**config.mk**
```make
export PLATFORM = sky130hd
export DESIGN_NAME = cpu_bus_responder
export DESIGN_NICKNAME = d
export VERILOG_FILES = /design/src/rtl/cpu_bus_responder.sv
export SDC_FILE = /design/constraint.sdc
export NUM_CORES = 1
export LEC_CHECK = 0
export BUFFER_PORTS_ARGS = -buffer_cell sky130_fd_sc_hd__buf_2
export CAP_MARGIN = 20
export CORE_MARGIN = 1.5
export CORE_UTILIZATION = 48
export CTS_CLUSTER_SIZE = 14
export DETAILED_ROUTE_END_ITERATION = 6
export PLACE_DENSITY_LB_ADDON = 0.15
export SETUP_SLACK_MARGIN = 0.1
export SLEW_MARGIN = 20
export SYNTH_ARGS = -nofsm -noshare
export SYNTH_HDL_FRONTEND = slang
export SYNTH_SLANG_ARGS = --single-unit
```
**constraint.sdc**
```tcl
create_clock -name i_Clk_12MHz -period 2.1 [get_ports i_Clk_12MHz]
set_input_delay 0.105 -clock i_Clk_12MHz [delete_from_list [all_inputs] [get_ports i_Clk_12MHz]]
set_output_delay 0.105 -clock i_Clk_12MHz [all_outputs]
set_load 0.01 [all_outputs]
```
**src/rtl/cpu_bus_responder.sv**
```systemverilog
// ---------------------------------------------------------------------------
// cpu_bus_responder
//
// Bridges a 65816-style CPU bus, sampled on phi2 edge strobes in the 12 MHz
// domain, onto a simple request/acknowledge memory port.
// - phi2 rise with a valid address latches {bank, address} and direction.
// - Reads request immediately. Writes request after the write data is
//   captured at phi2 fall.
// - Read data is driven to the CPU from completion until the clock after
//   the next phi2 fall.
// - A 4-bit saturating wait counter force-completes a stalled transaction
//   after ACK_TIMEOUT clocks. A forced read returns 8'hFF.
//
// Configuration macro: BUS_WAIT_STATE_EN
//   defined   : a phi2 fall while a read is still pending pulls RDY low until
//               the data is presented. The data is then held to the next fall.
//   undefined : RDY is tied high. A phi2 fall while a read is pending
//               abandons the read, and any late ack is ignored.
//
// Ports
//   i_Clk_12MHz, i_Reset          clock, async active-high reset
//   i_Phi_Rise, i_Phi_Fall        one-clock phi2 edge strobes
//   i_Addr[15:0], i_Data[7:0]     CPU address / multiplexed bank+data bus
//   i_RWB, i_VDA, i_VPA           CPU cycle qualifiers
//   o_Data[7:0], o_Data_Oe        read data and bus drive enable to CPU
//   o_Cpu_Rdy                     CPU RDY
//   o_Mem_Addr[23:0]              latched {bank, address}
//   o_Mem_Rd, o_Mem_Wr            one-clock memory request pulses
//   o_Mem_Wdata[7:0]              captured write data
//   i_Mem_Rdata[7:0], i_Mem_Ack   memory read data / completion
// ---------------------------------------------------------------------------
module cpu_bus_responder #(
  parameter int ACK_TIMEOUT = 15
) (
  input  logic        i_Clk_12MHz,
  input  logic        i_Reset,
  input  logic        i_Phi_Rise,
  input  logic        i_Phi_Fall,
  input  logic [15:0] i_Addr,
  input  logic [7:0]  i_Data,
  input  logic        i_RWB,
  input  logic        i_VDA,
  input  logic        i_VPA,
  output logic [7:0]  o_Data,
  output logic        o_Data_Oe,
  output logic        o_Cpu_Rdy,
  output logic [23:0] o_Mem_Addr,
  output logic        o_Mem_Rd,
  output logic        o_Mem_Wr,
  output logic [7:0]  o_Mem_Wdata,
  input  logic [7:0]  i_Mem_Rdata,
  input  logic        i_Mem_Ack
);

  typedef enum logic [1:0] {
    IDLE = 2'd0,
    WCAP = 2'd1,
    WAIT = 2'd2,
    HOLD = 2'd3
  } state_t;

  // The count is the number of WAIT clocks already spent. Completion fires
  // on the clock where this count equals ACK_TIMEOUT-1, which is the
  // ACK_TIMEOUT-th WAIT clock.
  localparam logic [3:0] TIMEOUT_LAST = 4'(ACK_TIMEOUT - 1);

  state_t      state_q;
  logic        is_read_q;
  logic [3:0]  wait_cnt_q;
  logic [3:0]  wait_cnt_d;
  logic        timeout_d;
  logic        done_d;
  logic [7:0]  data_q;
  logic        data_oe_q;
  logic [23:0] mem_addr_q;
  logic        mem_rd_q;
  logic        mem_wr_q;
  logic [7:0]  mem_wdata_q;

  // Saturating wait-count increment and the completion condition for WAIT.
  always_comb begin
    wait_cnt_d = 4'd0;
    if (wait_cnt_q == 4'hF) begin
      wait_cnt_d = 4'hF;
    end else begin
      wait_cnt_d = wait_cnt_q + 4'd1;
    end
    timeout_d = (wait_cnt_q == TIMEOUT_LAST);
    done_d    = i_Mem_Ack | timeout_d;
  end

`ifdef BUS_WAIT_STATE_EN
  logic rdy_q;
`endif

  // Bus-cycle FSM. It also owns every registered output.
  always_ff @(posedge i_Clk_12MHz or posedge i_Reset) begin
    if (i_Reset) begin
      state_q     <= IDLE;
      is_read_q   <= 1'b0;
      wait_cnt_q  <= 4'd0;
      data_q      <= 8'h00;
      data_oe_q   <= 1'b0;
      mem_addr_q  <= 24'h000000;
      mem_rd_q    <= 1'b0;
      mem_wr_q    <= 1'b0;
      mem_wdata_q <= 8'h00;
`ifdef BUS_WAIT_STATE_EN
      rdy_q       <= 1'b1;
`endif
    end else begin
      // Request strobes are single-clock pulses.
      mem_rd_q <= 1'b0;
      mem_wr_q <= 1'b0;
      case (state_q)
        IDLE: begin
          if (i_Phi_Rise && (i_VDA || i_VPA)) begin
            // While phi2 is low, the data bus carries the bank byte.
            mem_addr_q <= {i_Data, i_Addr};
            is_read_q  <= i_RWB;
            wait_cnt_q <= 4'd0;
            if (i_RWB) begin
              mem_rd_q <= 1'b1;
              state_q  <= WAIT;
            end else begin
              state_q  <= WCAP;
            end
          end else begin
            state_q <= IDLE;
          end
        end
        WCAP: begin
          // Write data is valid on the bus at the end of phi2 high.
          if (i_Phi_Fall) begin
            mem_wdata_q <= i_Data;
            mem_wr_q    <= 1'b1;
            wait_cnt_q  <= 4'd0;
            state_q     <= WAIT;
          end else begin
            state_q <= WCAP;
          end
        end
        WAIT: begin
          // A completion takes priority over a phi2 fall in the same clock.
          if (done_d) begin
            if (is_read_q) begin
              data_q    <= i_Mem_Ack ? i_Mem_Rdata : 8'hFF;
              data_oe_q <= 1'b1;
`ifdef BUS_WAIT_STATE_EN
              rdy_q     <= 1'b1;
`endif
              state_q   <= HOLD;
            end else begin
              state_q <= IDLE;
            end
          end else if (is_read_q && i_Phi_Fall) begin
`ifdef BUS_WAIT_STATE_EN
            // Stretch the CPU cycle until the memory answers.
            rdy_q      <= 1'b0;
            wait_cnt_q <= wait_cnt_d;
`else
            // The CPU has closed its cycle, so drop the read.
            state_q    <= IDLE;
`endif
          end else begin
            wait_cnt_q <= wait_cnt_d;
          end
        end
        HOLD: begin
          // Drive through the fall clock and release one clock later.
          if (i_Phi_Fall) begin
            data_oe_q <= 1'b0;
            state_q   <= IDLE;
          end else begin
            state_q <= HOLD;
          end
        end
        default: begin
          state_q <= IDLE;
        end
      endcase
    end
  end

  assign o_Data      = data_q;
  assign o_Data_Oe   = data_oe_q;
  assign o_Mem_Addr  = mem_addr_q;
  assign o_Mem_Rd    = mem_rd_q;
  assign o_Mem_Wr    = mem_wr_q;
  assign o_Mem_Wdata = mem_wdata_q;
`ifdef BUS_WAIT_STATE_EN
  assign o_Cpu_Rdy   = rdy_q;
`else
  assign o_Cpu_Rdy   = 1'b1;
`endif

endmodule

```
# Word-level counts from Yosys, hierarchy flattened

Cells that the tools add are included.

Memories kept: 0
Register bits: 50
Latch bits: 0
Bits in read-only memories: 0
Output and inout port bits: 44
Input port bits: 40
Memory bits (writable): 0

Divide/modulo/power cells: 0
Add/subtract/negate cells: 1
Multiplexer cells: 24
Order comparisons: 0
Reduce and logical (&&, ||, !) cells: 11
Bitwise gates (word level): 1
$mul: 0
Shift-type cells: 0
Equality and inequality tests: 13

Operators with widths:

| cell                | number |
|---|---|
| $mux 4              | 5 |
| $mux 2              | 7 |
| $ne 2x2->1 const B  | 7 |
| $pmux 4 s3          | 1 |
| $eq 4x4->1 const B  | 2 |
| $mux 1              | 8 |
| $mux 8              | 1 |
| $pmux 2 s4          | 1 |
| $reduce_and 5->1    | 1 |
| $add 4x1->4 const B | 1 |
| $eq 2x2->1 const B  | 2 |
| $reduce_and 2->1    | 2 |
| $reduce_and 4->1    | 1 |
| $ne 3x3->1 const B  | 1 |
| $reduce_and 3->1    | 1 |
| $reduce_bool 3->1   | 1 |
| $eq 2x1->1 const B  | 1 |
| $logic_and 1x1->1   | 2 |
| $logic_not 2->1     | 1 |
| $pmux 1 s2          | 1 |
| $reduce_bool 2->1   | 1 |
| $logic_or 1x1->1    | 1 |
| $or 1x1->1          | 1 |

# Logic depth before layout (Yosys ltp)

Gate-level depths: netlist of the first run.

Depth in word-level cells: 5
Depth in mapped cells: 8
Depth with buffers taken out: 6

# Least setup slack after synthesis of the first run

OpenSTA, ideal clock, no wires.

Kind: reg2reg
Start point: reg wait_cnt_q[0]
End point: reg state_q[0]
Clock period less this slack: 1.576 ns
Path buffers: 2
Path slack: 0.524 ns
Arrival: 1.438 ns
Cell stages (with the launch flop): 9
Data required time: 1.963 ns
Setup time: 0.137 ns
Cells stage by stage: dfrtp_1 > inv_1 > ha_1 > a31o_2 > and3_1 > buf_2 > buf_6 > inv_1 > o221ai_1

Cells in the longest elaborated chain, start to end: 4
Elaborated cells between the ends (all ways): 5
Those cells by class: eq/ne (2); mux (2); bitwise (1)

Ends and longest elaborated chain:

| item                   | line | text |
|---|---|---|
| from (decl)            | 69   | `logic [3:0] wait_cnt_q;` |
| from (signal assigned) | 166  | `wait_cnt_q <= wait_cnt_d;` |
| $eq 4x4->1 (*)         | 88   | `timeout_d = (wait_cnt_q == TIMEOUT_LAST);` |
| $or 1x1->1 (*)         | 89   | `done_d = i_Mem_Ack \| timeout_d;` |
| $mux 2                 | 145  | `if (done_d) begin` |
| $pmux 2 s4             | 115  | `case (state_q)` |
| to (signal assigned)   | 124  | `state_q <= WAIT;` |
| to (signal assigned)   | 152  | `state_q <= HOLD;` |
| to (signal assigned)   | 154  | `state_q <= IDLE;` |
| to (decl)              | 67   | `state_t state_q;` |

Every way passes the cells marked *; elsewhere a longest branch is shown, timed or not.
A chain may end at the register's enable or synchronous reset.

# Worst setup path in the final report of the first run

Start point: reg wait_cnt_q[0]
End point: reg wait_cnt_q[3]

Cells in the longest elaborated chain, start to end: 5
Elaborated cells between the ends (all ways): 10
Those cells by class: add/sub (1); eq/ne (3); mux (4); bitwise (1); reduce/logical (1)

Ends and longest elaborated chain:

| item                                      | line   | text |
|---|---|---|
| $add 4x1->4 or $eq 4x4->1 (tied branches) | 86, 83 |  |
| $mux 4                                    | 83     | `if (wait_cnt_q == 4'hF) begin` |
| $mux 4                                    | 156    | `end else if (is_read_q && i_Phi_Fall) begin` |
| $mux 4                                    | 145    |  |
| $pmux 4 s3                                | 115    |  |

Several ways; a longest one is shown, not always the timed one. The select of a mux whose other input is x is not followed.

==> summary.md, run 1 <==
| Metric | Value |
|---|---|
| Status | `completed` |
| Post-synth top flop | `dfrtp_1` |
| Initial antenna violation count | `0` |
| # placed instances | `309` |
| Vias per cell | `4.86` |
| Critical Path RT | `2270 ps` |
| Post-cts sizing count | `0` |
| Worst R2R Start | `wait_cnt_q[0]` |
| Post-synth cell types | `38` |
| Drt first pass iters | `4` |
| Row count | `24` |
| DPL Wire Length | `2990 µm` |
| Setup TNS | `0 ps` |
| Final instance area | `2710 µm²` |
| Fin crit period | `1670 ps` |
| Post CTS Setup Buffer Count | `0` |
| Top cells by area, synth | `dfrtp_1 58%, mux2_4 12%, nand2_1 5.2%` |
| Vias in the first global route | `1,534` |
| Worst slew pin tran | `585 ps` |
| Drt total wl | `4010 µm` |
| Die width | `70.3 µm` |
| Pleak | `1.45 nW` |
| Antenna-violating nets left | `0` |
| Clock Root Buffer | `clkbuf_8` |
| Clk buf depth | `2` |
| RSZ-0062 raised after global routing | `false` |
| R2R cell count | `6` |
| Maximum VDD drop | `643 µV` |
| Critical Path AT | `1840 ps` |
| Final setup viols | `0` |
| Via count | `1,546` |
| Post-Syn Area per Cell | `12.1 µm²` |
| Cell area after synthesis | `2170 µm²` |
| Top-area cell type share of the netlist area | `57.6%` |
| Synth-to-Final Area Change | `25.0%` |
| Reg clk slew, reported paths | `90 ps` |
| Full die area | `4940 µm²` |
| Top cell type by total area after synthesis | `dfrtp_1` |
| Max_slew headroom | `61.0%` |
| Final Power | `0.00372 W` |
| Pwr/cell area | `1370 nW/µm²` |
| Area post-placement | `2600 µm²` |
| DRC viols | `0` |
| Capturing point of the worst reg2reg path | `wait_cnt_q[3]` |
| Gpl congestion | `0.827` |
| # IOs | `84` |
| CP max FO | `6` |
| Synth top cells by count | `50 x dfrtp_1, 30 x nand2_1, 17 x mux2_4, 13 x inv_1, 12 x nor2_1` |
| Min-delay worst type | `in2reg` |
| Share of cells above drive strength 1 | `47.0%` |
| Worst setup EP type | `register` |
| Diodes inserted | `0` |
| Seq cells post-synth | `50` |
| Hold EP | `o_Mem_Wdata[5]` |
| Final Skew | `8.81 ps` |
| Hold_sp | `i_Data[5]` |
| Fillers | `375` |
| Initial DRC Count | `62` |
| Most frequent cell after synthesis | `dfrtp_1` |
| Crit path launch type | `register` |
| GRT overflow | `0` |
| Avg WL per Cell | `12.6 µm` |
| Port Buffer Count | `82` |
| Pin count of the biggest net entering global routing | `29` |
| Seq/Total Area, Yosys | `57.6%` |
| WHS Path Cells | `3` |
| Flop-to-flop setup slack | `430 ps` |
| Hold Violations, Final | `0` |
| Syn. warnings | `0` |
| Total Routing Usage GR | `17.4%` |
| Starting Density | `49.9%` |
| CTS tree | `built` |
| Die boundary height | `70.3 µm` |
| Max Slew Vio Count | `0` |
| Core area | `4350 µm²` |
| Ys async rst share | `100%` |
| Post-Layout Cell Count | `318` |
| Register area | `1250 µm²` |
| Max-Cap Viols | `0` |
| Syn Inst Count | `179` |
| Footprint of the multi-input gates | `785 µm²` |
| FMAX | `598 MHz` |
| H-tree levels | `2` |
| Clock sink count | `50` |
| Num CTS Buffers | `5` |
| First-pass GRT wire length | `6820 µm` |
| Critical path class | `reg2reg` |
| EDFF count, synth | `0` |
| Post-layout net count | `307` |
| Fin crit share | `79.6%` |
| Post-synthesis net count | `221` |
| Worst skew pair latency | `290 ps` |
## what timing repair did
action | 4_1_cts | 5_1_grt
endpoints found under the hold margin | 26 | 0
hold buffers | 1 | 0
endpoints found under the setup margin | 0 | 0
## cells in the final DEF (no fill, tap or decap), drive strengths merged, types with 2 or more instances in the layout
cell type and n:
mux2 25, nand3 2, clkbuf 7, a21oi 2
nor3 3, dfrtp 50, inv 14, buf 86
nand2 30, or2 2, clkinv 2, a31oi 8
nor2 12, nand2b 3, ha 2, and3 3
## where the power goes
| group | switching (W) | internal (W) | total, W |
|---|---|---|---|
| registers | 0.000244 | 0.00139 | 0.00163 |
| logic | 0.000706 | 0.000787 | 0.00149 |
| clock network | 0.000298 | 0.000302 | 0.000600 |
## kinds of logic after synthesis
kind of cell	share of synthesized area [%]
AND/OR/NAND/NOR	12.9
flip-flops	57.6
multiplexers	16.4
buffers and inverters	6.22
AO/OA/AOI/OAI	5.19
adder cells (fa/ha/maj)	1.15
other	0.173
XOR/XNOR	0.404
## state kept, by name, summed over array words and instances, names as in the netlist
name,flops
o_Mem_Addr,24
o_Data,8
o_Mem_Wdata,8
wait_cnt_q,4
state_q,2
is_read_q,1
o_Data_Oe,1
o_Mem_Rd,1
o_Mem_Wr,1
## worst max-delay path, cell delays in order, from the launching register on
cell and delay [ps]:
dfrtp_1 400, inv_1 60, ha_1 210, a31o_2 270
nor3_2 330, and4b_1 240, nor3_1 40
## area by class of cell
cell class              count  area share (%)
clock inverters             1           0.323
flip-flops and latches     50            46.1
repair buffers             87            16.6
well taps                  52            2.40
multi-input cells         106            28.9
inverters                  15            2.08
clock buffers               7            3.55
## stage by stage
| step | utilization [%] | hold slack, ps | worst slack (ps) |
|---|---|---|---|
| finish | 62.3 | 14.4 | 428 |
| global route | 62.3 | 9.17 | 256 |
| CTS | 62.3 | 1.96 | 430 |
| detailed placement | 59.7 | 203 | 437 |
| global placement | 59.7 | 206 | 470 |
| floorplan | - | 210 | 524 |
## routing by layer
metal  GRT usage (%)  vias up  part of all wire, %
li1                -      766                    -
met1            24.1      712                   49
met2            26.5       63                   44
met3            5.63        5                  6.8
met4            4.49        0                  1.0
met5               0        -                    0
## worst max-delay path by stage
stage                              from             to  slack (ps)
after floorplan           wait_cnt_q[0]     state_q[0]         520
after global routing      wait_cnt_q[0]      o_Data[7]         260
final                     wait_cnt_q[0]  wait_cnt_q[3]         430
after CTS                 wait_cnt_q[0]      o_Data[7]         430
after detailed placement  wait_cnt_q[0]  wait_cnt_q[3]         440
after global placement    wait_cnt_q[0]  wait_cnt_q[3]         470
Note: power is estimated with default switching activity, not from simulation.
==> run 2, diff against run 1 <==
Settings changed: CORE_UTILIZATION 48 to 43.
Clock period 2.1 ns to 1.36 ns, I/O delays scaled along.
==> run 2 against run 1 <==
  * The flow now finishes with violations (negative setup slack)
  * Wire length rose by 30%
  * Die area is 11% higher
  * Total power grew 75%
  * Clock-buffer cell count stayed put
  * Non-clock buffer count rose by 39
  * Critical path depth decreased by 1
  * Clock power grew 58%
  * Register-to-register slack worse by 520 ps
  * Via count grew 14%
  * Global-route usage grew 1.4 points
  * Sequential share of layout area shrank 8.0 points
  * First-iteration DRC count grew 9.7%
  * Critical path type unchanged
==> summary.md, run 2 (synthesis gave the netlist of run 1 again) <==
| Metric | Value |
|---|---|
| First-pass GRT wire length | `7820 µm` |
| Synth-to-Final Area Change | `51.4%` |
| DRC viols | `0` |
| Post-Layout Cell Count | `374` |
| Most frequent cells in the layout | `82 x buf_2, 49 x dfrtp_1, 29 x nand2_1, 21 x dlygate4sd3_1, 17 x mux2_4` |
| Total Routing Usage GR | `18.7%` |
| FMAX | `687 MHz` |
| Max Slew Vio Count | `0` |
| Fin crit period | `1450 ps` |
| Pin count of the biggest net entering global routing | `25` |
| Final hold slack | `9.37 ps` |
| DPL Wire Length | `3280 µm` |
| RSZ-0062 raised after global routing | `true` |
| Final instance area | `3290 µm²` |
| Worst setup EP type | `register` |
| Initial antenna violation count | `0` |
| H-tree levels | `2` |
| Drt first pass iters | `4` |
| Register area | `1250 µm²` |
| Drt total wl | `5200 µm` |
| Vias in the first global route | `1,696` |
| Critical Path RT | `1540 ps` |
| Crit path launch type | `register` |
| Final Skew | `8.17 ps` |
| Capturing point of the worst reg2reg path | `o_Mem_Addr[13]` |
| End point of the critical path | `o_Mem_Addr[13]` |
| Worst R2R Start | `state_q[0]` |
| Starting Density | `45.4%` |
| Post-layout net count | `348` |
| Maximum VDD drop | `1240 µV` |
| Fillers | `355` |
| Die width | `74.1 µm` |
| # IOs | `84` |
| Pwr/cell area | `1980 nW/µm²` |
| Area post-placement | `2750 µm²` |
| CTS tree | `built` |
| Flop-to-flop setup slack | `-90 ps` |
| Failing checks | `negative setup slack` |
| Slowest CP cell | `dfrtp_1` |
| Max-Cap Viols | `0` |
| Fin util | `68.7%` |
| Die boundary height | `74.1 µm` |
| Worst Setup SP | `state_q[0]` |
| Hold Violations, Final | `0` |
| # placed instances | `335` |
| Reg clk slew, reported paths | `90 ps` |
| Port Buffer Count | `82` |
| Avg WL per Cell | `13.9 µm` |
| Row count | `25` |
| Clock sink count | `50` |
| Num CTS Buffers | `5` |
| Final setup viols | `36` |
| Via count | `1,761` |
| Pleak | `1.69 nW` |
| Gpl congestion | `0.775` |
| Clk buf depth | `2` |
| Footprint of the multi-input gates | `908 µm²` |
| Worst-path cell chain | `inv_2, o211ai_2, or2_4, clkbuf_16, mux2_4` |
| Initial DRC Count | `68` |
| Core area | `4790 µm²` |
| Vias per cell | `4.71` |
| GRT overflow | `0` |
| Full die area | `5480 µm²` |
| Status | `finished, violations left` |
| Share of cells above drive strength 1 | `54.4%` |
| Clock Root Buffer | `clkbuf_8` |
| Worst skew pair latency | `290 ps` |
| Critical path class | `reg2reg` |
| Min-delay worst type | `in2reg` |
| Critical Path AT | `1640 ps` |
| Diodes inserted | `0` |
| R2R cell count | `5` |
| CP max FO | `5` |
| Critical Path Max Stage Delay | `410 ps` |
| Fin crit share | `107%` |
| Final Worst Setup Slack | `-94.7 ps` |
| Antenna-violating nets left | `0` |
| Max reg flops | `24` |
| Commonest non-fill, non-tap cell in the layout | `buf_2` |
## run 2: cell types whose count changed in the layout (fill, tap and decap cells not counted), sizes merged
cell,previous run,this run
dlygate4sd3,1,21
buf,86,103
and3,3,5
clkbuf,7,9
clkinv,2,1
clkinvlp,0,1
## run 2: routing by layer
layer | vias to the layer above | share of wire (%) | track usage, %
met4 | 0 | 1.0 | 5.14
met3 | 6 | 5.2 | 4.20
met5 | - | 0 | 0
li1 | 854 | - | -
met1 | 846 | 44 | 24.9
met2 | 55 | 50 | 31.0
## run 2: worst min-delay path by stage
| stage | start | to | slack [ps] | cells past startpoint |
|---|---|---|---|---|
| 2_1_floorplan | i_Reset | is_read_q | 110 | 1 |
| 3_3_place_gp | i_Reset | o_Data[5] | 110 | 2 |
| 3_5_place_dp | i_Reset | o_Data[5] | 120 | 2 |
| 4_1_cts | i_Addr[1] | o_Mem_Addr[1] | 2 | 2 |
| 5_1_grt | i_Addr[4] | o_Mem_Addr[4] | 1 | 2 |
| 6_report | i_Mem_Rdata[7] | o_Data[7] | 9 | 3 |
## run 2: repair_timing
action                                  in CTS  in global routing
endpoints found under the setup margin      48                 48
gates resized for setup                     12                 18
pin swaps                                   13                  4
hold buffers                                18                  3
cloned                                       2                  3
hold endpoints to repair                    35                  3
setup buffers                                3                  2
## run 2: cell type report
| type | instances | area share, % |
|---|---|---|
| timing repair buffer | 126 | 26.5 |
| clock inverter | 1 | 0.266 |
| sequential | 50 | 38.1 |
| tap | 67 | 2.55 |
| clock buffer | 7 | 2.93 |
| inverter | 15 | 1.98 |
| multi-input combinational | 108 | 27.6 |
## run 2: stage by stage
step / total power, W / setup TNS (ps) / setup slack (ps)
6_report: 0.00650 / -1960 / -94.7
5_1_grt: 0.00694 / -4490 / -163
4_1_cts: 0.00626 / -858 / -50.2
3_5_place_dp: 0.00508 / -3490 / -170
3_3_place_gp: 0.00500 / -2580 / -131
2_1_floorplan: 0.00410 / -2440 / -117
## run 2: power breakdown
group / switching, W / internal, W / leakage (nW)
registers: 0.000344 / 0.00214 / 0.593
clock network: 0.000481 / 0.000467 / 0.0544
logic: 0.00139 / 0.00168 / 1.04
## run 2: critical path: cells and delay by family, from the launching register on
family | cells | cell delay [ps]
DFF | 1 | 410
AOI/OAI and AO/OA | 1 | 90
buffers and inverters | 2 | 260
muxes | 1 | 290
and+or+nand+nor | 1 | 300
